==> config.mk <==
export PLATFORM = sky130hd
export DESIGN_NAME = alu_arbiter_flat
export DESIGN_NICKNAME = d
export VERILOG_FILES = /design/src/rtl/alu_arbiter_if.sv /design/src/rtl/alu_arbiter.sv /design/src/flat_wrapper.sv
export SDC_FILE = /design/constraint.sdc
export NUM_CORES = 1
export LEC_CHECK = 0
export CORE_AREA = 5 5 107 109
export CTS_CLUSTER_DIAMETER = 40
export DETAILED_ROUTE_END_ITERATION = 8
export DIE_AREA = 0 0 112 114
export DONT_BUFFER_PORTS = 1
export HOLD_SLACK_MARGIN = 0.08
export PLACE_DENSITY = 0.51
export SYNTH_ARGS = -nofsm -noshare
export SYNTH_HDL_FRONTEND = slang
export SYNTH_SLANG_ARGS = --single-unit
==> constraint.sdc <==
create_clock -name clk -period 3.65 [get_ports clk]
set_input_delay 0.73 -clock clk [delete_from_list [all_inputs] [get_ports clk]]
set_output_delay 0.73 -clock clk [all_outputs]
set_load 0.02 [all_outputs]
==> src/rtl/alu_arbiter_if.sv <==
// Requester/consumer side of the ALU arbiter: two request channels and one
// tagged response channel, each with a valid/ready handshake.
interface alu_arbiter_if;
  logic        req0_valid;
  logic        req0_ready;
  logic [4:0]  req0_op;
  logic [31:0] req0_a;
  logic [31:0] req0_b;
  logic        req1_valid;
  logic        req1_ready;
  logic [4:0]  req1_op;
  logic [31:0] req1_a;
  logic [31:0] req1_b;
  logic        rsp_valid;
  logic        rsp_ready;
  logic        rsp_id;
  logic [31:0] rsp_res;
  logic        rsp_zero;

  // Requesters and the result consumer
  modport master (
    output req0_valid, req0_op, req0_a, req0_b,
    output req1_valid, req1_op, req1_a, req1_b,
    output rsp_ready,
    input  req0_ready, req1_ready,
    input  rsp_valid, rsp_id, rsp_res, rsp_zero
  );

  // The arbiter itself
  modport slave (
    input  req0_valid, req0_op, req0_a, req0_b,
    input  req1_valid, req1_op, req1_a, req1_b,
    input  rsp_ready,
    output req0_ready, req1_ready,
    output rsp_valid, rsp_id, rsp_res, rsp_zero
  );
endinterface

==> src/rtl/alu_arbiter.sv <==
// Round-robin arbiter sharing one registered ALU between two requesters.
// Each grant latches the operands into the ALU input registers, waits out the
// ALU latency (a longer multicycle window for divide-class ops), then presents
// the result tagged with the requester index until the consumer takes it.
module alu_arbiter #(
  parameter int         DIV_LAT = 4,      // legal range 1..15
  parameter logic [4:0] NOP_OP  = 5'h1F,
  parameter logic [4:0] OP_DIV  = 5'h0C,
  parameter logic [4:0] OP_DIVU = 5'h0D,
  parameter logic [4:0] OP_REMU = 5'h0F
) (
  input  logic          clk,
  input  logic          rst_n,
  alu_arbiter_if.slave  bus,
  output logic          busy,
  output logic [4:0]    alu_op,
  output logic [31:0]   alu_r1,
  output logic [31:0]   alu_r2,
  input  logic [31:0]   alu_res,
  input  logic          alu_zero
);

  localparam logic [1:0] IDLE = 2'd0;
  localparam logic [1:0] EXEC = 2'd1;
  localparam logic [1:0] RESP = 2'd2;

  logic [1:0]  state;
  logic        prio;
  logic [3:0]  cnt;
  logic        id;

  logic        any_valid;
  logic        pick1;
  logic [4:0]  sel_op;
  logic [31:0] sel_a;
  logic [31:0] sel_b;
  logic        div_class;

  // Winner selection: prio only matters when both requesters contend
  always_comb begin
    any_valid = bus.req0_valid | bus.req1_valid;
    pick1     = bus.req1_valid & (~bus.req0_valid | prio);
    sel_op    = pick1 ? bus.req1_op : bus.req0_op;
    sel_a     = pick1 ? bus.req1_a  : bus.req0_a;
    sel_b     = pick1 ? bus.req1_b  : bus.req0_b;
    div_class = (sel_op == OP_DIV) | (sel_op == OP_DIVU) | (sel_op == OP_REMU);
  end

  // Ready is gated by rst_n so nothing looks accepted while reset is held
  assign bus.req0_ready = rst_n & (state == IDLE) & bus.req0_valid & ~pick1;
  assign bus.req1_ready = rst_n & (state == IDLE) & pick1;
  assign bus.rsp_valid  = (state == RESP);
  assign bus.rsp_id     = id;
  assign bus.rsp_res    = alu_res;
  assign bus.rsp_zero   = alu_zero;
  assign busy           = (state != IDLE);

  // Grant, latency countdown and response hold sequencing
  always_ff @(posedge clk) begin
    if (!rst_n) begin
      state  <= IDLE;
      prio   <= 1'b0;
      cnt    <= 4'd0;
      alu_op <= NOP_OP;
      alu_r1 <= 32'd0;
      alu_r2 <= 32'd0;
      id     <= 1'b0;
    end else begin
      case (state)
        IDLE: begin
          if (any_valid) begin
            alu_op <= sel_op;
            alu_r1 <= sel_a;
            alu_r2 <= sel_b;
            id     <= pick1;
            prio   <= ~pick1;
            cnt    <= div_class ? 4'(DIV_LAT) : 4'd1;
            state  <= EXEC;
          end
        end
        EXEC: begin
          cnt <= cnt - 4'd1;
          if (cnt == 4'd1) begin
            state <= RESP;
          end
        end
        RESP: begin
          // No grant in the handshake cycle; IDLE is always visited
          if (bus.rsp_ready) begin
            state <= IDLE;
          end
        end
        default: state <= IDLE;
      endcase
    end
  end

endmodule
==> src/flat_wrapper.sv <==
// flat-port wrapper written by rule: the top's interface ports become plain ports
module alu_arbiter_flat 
#(
  parameter int         DIV_LAT = 4,                          
  parameter logic [4:0] NOP_OP  = 5'h1F,
  parameter logic [4:0] OP_DIV  = 5'h0C,
  parameter logic [4:0] OP_DIVU = 5'h0D,
  parameter logic [4:0] OP_REMU = 5'h0F
)
  (clk, rst_n, busy, alu_op, alu_r1, alu_r2, alu_res, alu_zero, bus_req0_valid, bus_req0_op, bus_req0_a, bus_req0_b, bus_req1_valid, bus_req1_op, bus_req1_a, bus_req1_b, bus_rsp_ready, bus_req0_ready, bus_req1_ready, bus_rsp_valid, bus_rsp_id, bus_rsp_res, bus_rsp_zero);
  alu_arbiter_if bus_i ();
  input  logic clk;
  input  logic rst_n;
  output logic busy;
  output logic [4:0] alu_op;
  output logic [31:0] alu_r1;
  output logic [31:0] alu_r2;
  input  logic [31:0] alu_res;
  input  logic alu_zero;
  input wire logic [$bits(bus_i.req0_valid)-1:0] bus_req0_valid;
  input wire logic [$bits(bus_i.req0_op)-1:0] bus_req0_op;
  input wire logic [$bits(bus_i.req0_a)-1:0] bus_req0_a;
  input wire logic [$bits(bus_i.req0_b)-1:0] bus_req0_b;
  input wire logic [$bits(bus_i.req1_valid)-1:0] bus_req1_valid;
  input wire logic [$bits(bus_i.req1_op)-1:0] bus_req1_op;
  input wire logic [$bits(bus_i.req1_a)-1:0] bus_req1_a;
  input wire logic [$bits(bus_i.req1_b)-1:0] bus_req1_b;
  input wire logic [$bits(bus_i.rsp_ready)-1:0] bus_rsp_ready;
  output wire logic [$bits(bus_i.req0_ready)-1:0] bus_req0_ready;
  output wire logic [$bits(bus_i.req1_ready)-1:0] bus_req1_ready;
  output wire logic [$bits(bus_i.rsp_valid)-1:0] bus_rsp_valid;
  output wire logic [$bits(bus_i.rsp_id)-1:0] bus_rsp_id;
  output wire logic [$bits(bus_i.rsp_res)-1:0] bus_rsp_res;
  output wire logic [$bits(bus_i.rsp_zero)-1:0] bus_rsp_zero;
  assign bus_i.req0_valid = bus_req0_valid;
  assign bus_i.req0_op = bus_req0_op;
  assign bus_i.req0_a = bus_req0_a;
  assign bus_i.req0_b = bus_req0_b;
  assign bus_i.req1_valid = bus_req1_valid;
  assign bus_i.req1_op = bus_req1_op;
  assign bus_i.req1_a = bus_req1_a;
  assign bus_i.req1_b = bus_req1_b;
  assign bus_i.rsp_ready = bus_rsp_ready;
  assign bus_req0_ready = bus_i.req0_ready;
  assign bus_req1_ready = bus_i.req1_ready;
  assign bus_rsp_valid = bus_i.rsp_valid;
  assign bus_rsp_id = bus_i.rsp_id;
  assign bus_rsp_res = bus_i.rsp_res;
  assign bus_rsp_zero = bus_i.rsp_zero;
  alu_arbiter #(.DIV_LAT(DIV_LAT), .NOP_OP(NOP_OP), .OP_DIV(OP_DIV), .OP_DIVU(OP_DIVU), .OP_REMU(OP_REMU)) u_core (.clk(clk), .rst_n(rst_n), .bus(bus_i), .busy(busy), .alu_op(alu_op), .alu_r1(alu_r1), .alu_r2(alu_r2), .alu_res(alu_res), .alu_zero(alu_zero));
endmodule
# --- Word level (Yosys, flattened, before mapping) ---
# Cells that the tools add are included.
totals:
  regBits: 77
  output_inout_bits: 107
  wordCells: 44
classes:
  eq_ne: 9
  bitwise_logic: 11
  reduce_logical: 6
  n_addsub: 1
  muxes: 10
ops:
  columns: ["op", "count"]
  rows:
  - ["32-bit two-way mux", 2]
  - ["5-bit by 4-bit == test with 1-bit output (second input constant)", 3]
  - ["4-bit one-hot mux with 2 select lines", 1]
  - ["2-bit two-way mux", 3]
  - ["2-bit one-hot mux with 3 select lines", 1]
  - ["1-bit AND", 5]
  - ["5-bit two-way mux", 1]
  - ["4-bit by 1-bit == test with 1-bit output (second input constant)", 1]
  - ["4-bit two-way mux", 1]
  - ["2-bit by 1-bit inequality test with 1-bit output (second input constant)", 2]
  - ["1-bit bitwise OR", 4]
  - ["2-bit AND reduction", 2]
  - ["2-bit nonzero test", 2]
  - ["4-bit by 1-bit subtractor with 4-bit output (second input constant)", 1]
  - ["3-bit two-way mux", 1]
  - ["3-bit AND reduction", 1]
  - ["2-bit by 1-bit == test with 1-bit output (second input constant)", 1]
  - ["2-bit == test (second input constant)", 1]
  - ["2-bit logical NOT", 1]
  - ["2-bit inequality test (second input constant)", 1]
  - ["1-bit inverter", 2]

# --- Logic depth before layout (Yosys ltp) ---
logic_depth:
  word_depth: 10
  depth_mapped: 6
  depth_no_buf: 6

# --- Least setup slack after synthesis ---
# OpenSTA, ideal clock, no wires.
synth_timing:
  path_kind: "in2out"
  startpoint: "in rst_n"
  endpoint: "out bus_req0_ready"
  t_required_ns: 2.920
  setup_slack_ns: 1.328
  n_path_buf: 2
  stages: 4
  t_arrival_ns: 1.592
  cell_sequence: "clkbuf_1 inv_2 clkbuf_1 nor2_1"
synth_via:
  elab_chain_cells: 3
synth_rtl:
  columns: ["item", "line", "source"]
  rows:
  - ["start, declared", "flat_wrapper.sv:13", "input logic rst_n;"]
  - ["1-bit AND (3 in series)", "alu_arbiter.sv:50", "assign bus.req0_ready = rst_n & (state == IDLE) & bus.req0_valid & ~pick1;"]
  - ["end, declared", "flat_wrapper.sv:29", "output wire logic [$bits(bus_i.req0_ready)-1:0] bus_req0_ready;"]
# No other way between the ends.

# --- Worst setup path in the final report ---
layout_timing:
  startpoint: "reg u_core.state[1]"
  endpoint: "out bus_req1_ready"
layout_via:
  elab_chain_cells: 3
layout_rtl:
  columns: ["item", "line", "source"]
  rows:
  - ["start, declared", "alu_arbiter.sv:27", "logic [1:0] state;"]
  - ["start signal, assigned", "alu_arbiter.sv:61", "state <= IDLE;"]
  - ["start signal, assigned", "alu_arbiter.sv:78", "state <= EXEC;"]
  - ["start signal, assigned", "alu_arbiter.sv:84", "state <= RESP;"]
  - ["2-bit logical NOT", "alu_arbiter.sv:51", "assign bus.req1_ready = rst_n & (state == IDLE) & pick1;"]
  - ["1-bit AND (2 in series)", "alu_arbiter.sv:51", null]
  - ["end, declared", "flat_wrapper.sv:30", "output wire logic [$bits(bus_i.req1_ready)-1:0] bus_req1_ready;"]
# No other way between the ends.

==> flow_metrics.tcl <==
set metrics [dict create \
    syn_area_um2 3340 \
    die_w_um 112 \
    synth-seq-cells 77 \
    ys_seq_area_frac 0.462 \
    fin_setup_tns_ns 0 \
    layout_setup_ws_ns 1.17 \
    hold_violations 0 \
    dpl.hpwl_mm 6.30 \
    cts_tree "built" \
    violations "DRC" \
    clock_path_buffers 2 \
    setup_violations 0 \
    p_leak_nw 1.20 \
    io_buffers 0 \
    drive_gt1_frac 0.0850 \
    pwr-share-comb 0.187 \
    grt_remaining_overflow 0 \
    num_antenna_cells 0 \
    synth_top_area_share 0.462 \
    p_clk_frac 0.266 \
    slew_violations 0 \
    start_kind "flop" \
    ys_types 35 \
    ir_drop_mv 0.270 \
    endpoint_kind "output port" \
    cts_max_level 3 \
    fin_crit_sh 0.679 \
    io_pins 283 \
    drt_iter0_markers 392 \
    clkSlewWorstSetupHoldPaths_ns 0.08 \
    first_pass_iters 9 \
    postSynthCellCount 338 \
    cts-root-buf "clkbuf_8" \
    design.core.area_um2 10500 \
    place_ws_ns 1.23 \
    numCtsBuffers 9 \
    cts_hold_buffers 0 \
    initial_core_util 0.318 \
    globalplace.congestion 0.707 \
    cp.required_ns 2.92 \
    grt_pass1_vias 2418 \
    fmax_mhz 403 \
    hp-class "in2reg" \
    syn_avg_cell_area_um2 9.88 \
    die_area_um2 12800 \
    crit_arrival_ns 1.75 \
    final_antenna_net_count 0 \
    crit_slowest_cell "nor3_1" \
    netSwitchingPower_w 0.000731 \
    synth_area_leaders "dfxtp_1 46%, a222oi_1 19%, nor2_1 8.0%, buf_4 7.6%, buf_6 4.4%" \
    numClockSinks 77 \
    post_cts_buffers 0 \
    status "finished with violations" \
    criticalPathCategory "reg2out" \
    rsz0062_at_grt "false" \
    seqPwrFrac 0.547 \
    skew_ns 0.00778 \
    post-route-util 0.311 \
    synthToLayoutAreaGrowth_pct -2.02 \
    max_cap_violations 0 \
    syn_nets 516 \
    power.internal_w 0.00136 \
    synth_area_leader_cell "dfxtp_1" \
    drt-wirelength-per-cell_um 19.9 \
    cts_resized 0 \
    finalCriticalPeriod_ns 2.48 \
    ys_warn_count 0 \
    vias 2611 \
    ff_latch_area_um2 1540 \
    vias_per_cell 6.02 \
    worstPathMaxFanout 7 \
    nFillCells 1113 \
    nets 467 \
    drt-total-wl_mm 8.63 \
    slew_headroom 0.253 \
    worstMarginPinSlew_ns 1.12 \
    drc_errors 10 \
    grt_first_pass_wirelength_mm 12.3 \
    slowest_delay_ns 0.55 \
    row_count 38 \
    grt_max_degree 65 \
    track_usage 0.120 \
    power_density_nw_per_um2 638 \
    grt_antenna_before_repair 0 \
    insertion_delay_ns 0.34 \
    die-height_um 114 \
    switching_share 0.350 \
    crit_chain "or3b_1 -> nor3_1" \
    multi_input_area_um2 1330 \
]
-- cell usage in the layout, fill, tap and decap left out, types with 3 or more instances in the layout --
master and instances:
nand2_1 6, mux2i_1 5, nor3_1 4, nor2_1 71, dfxtp_1 77, nand2b_1 3, clkbuf_8 9, o211ai_1 6
a21oi_1 5, nor2b_1 3, a222oi_1 64, clkinv_2 3, inv_1 4, buf_4 3
-- routing by layer --
| metal | GRT usage | wire length, um |
|---|---|---|
| met1 | 0.134 | 3120 |
| met2 | 0.204 | 4380 |
| met3 | 0.0504 | 994 |
| met4 | 0.0465 | 131 |
| met5 | 0 | 0 |
-- power by group through the flow --
stage | Sequential (W) | Clock [W] | Combinational (W)
after global placement | 0.00116 | 0 | 0.000382
after global routing | 0.00115 | 0.000622 | 0.000445
after floorplan | 0.00113 | 0 | 0.000416
after detailed placement | 0.00116 | 0 | 0.000394
final | 0.00114 | 0.000555 | 0.000390
after CTS | 0.00114 | 0.000595 | 0.000395
-- sequential cells by signal, indices dropped and copies added (netlist names) --
name and cells:
u_core.alu_r1 32, u_core.alu_r2 32, u_core.alu_op 5, u_core.cnt 4
u_core.state 2, u_core.bus.rsp_id 1, u_core.prio 1
-- cell families after synthesis --
group | Yosys count | synth area share
muxes | 6 | 0.0184
DFF | 77 | 0.462
adders and majority gates | 2 | 0.00750
and+or+nand+nor | 101 | 0.137
buffers and inverters | 69 | 0.147
AOI/OAI and AO/OA | 83 | 0.229
-- worst max-delay path: cells and delay by family (launching register included) --
family | cells | cell delay, ns
flip-flops | 1 | 0.39
AND/OR/NAND/NOR | 2 | 1.02
-- final timing paths --
| check | endpoint | slack [ns] | from | depth (start not counted) |
|---|---|---|---|---|
| worst max-delay path | bus_req1_ready | 1.17 | u_core.state[1] | 2 |
| worst min-delay path | u_core.alu_op[2] | 0.48 | rst_n | 1 |
| worst max register to register | u_core.alu_r1[21] | 1.59 | u_core.state[1] | 5 |
| worst min register to register | u_core.cnt[3] | 0.49 | u_core.cnt[3] | 2 |
-- metrics by stage --
step | hold slack (ns) | area, um2 | power (W) | instances
2_1_floorplan | 0.453 | 3340 | 0.00155 | 338
3_3_place_gp | 0.468 | 3100 | 0.00154 | 418
3_5_place_dp | 0.479 | 3100 | 0.00156 | 418
4_1_cts | 0.451 | 3270 | 0.00213 | 434
5_1_grt | 0.461 | 3270 | 0.00222 | 434
6_report | 0.478 | 3270 | 0.00209 | 434
-- area by class of cell --
type,instances,area share
inverters,5,0.00574
multi-input cells,192,0.405
clock buffers,10,0.0390
clock inverters,6,0.0122
flip-flops and latches,77,0.471
well taps,140,0.0536
repair buffers,4,0.0130
-- synth_stat cells --
| library cell | count |
|---|---|
| dfxtp_1 | 77 |
| nor2_1 | 71 |
| a222oi_1 | 64 |
| buf_4 | 34 |
| buf_6 | 13 |
| clkbuf_1 | 13 |
| nand2_1 | 6 |
| o211ai_1 | 6 |
| a21oi_1 | 5 |
| mux2i_1 | 5 |
| buf_2 | 4 |
| inv_1 | 4 |
| nor3_1 | 4 |
| nand2b_1 | 3 |
| nor2b_1 | 3 |
| ha_1 | 2 |
| nand3_1 | 2 |
| nand4b_1 | 2 |
| nor3b_1 | 2 |
| o21a_1 | 2 |
| o21ai_0 | 2 |
| a22o_1 | 1 |
| a311oi_1 | 1 |
| a31oi_1 | 1 |
| and2b_1 | 1 |
| and3_1 | 1 |
| inv_2 | 1 |
| mux2_1 | 1 |
| nand2b_4 | 1 |
| nor2_2 | 1 |
| nor2_4 | 1 |
| o21ai_1 | 1 |
| or2_0 | 1 |
| or3b_1 | 1 |
| or4_1 | 1 |
No activity file was read; power rests on OpenSTA's default activity.
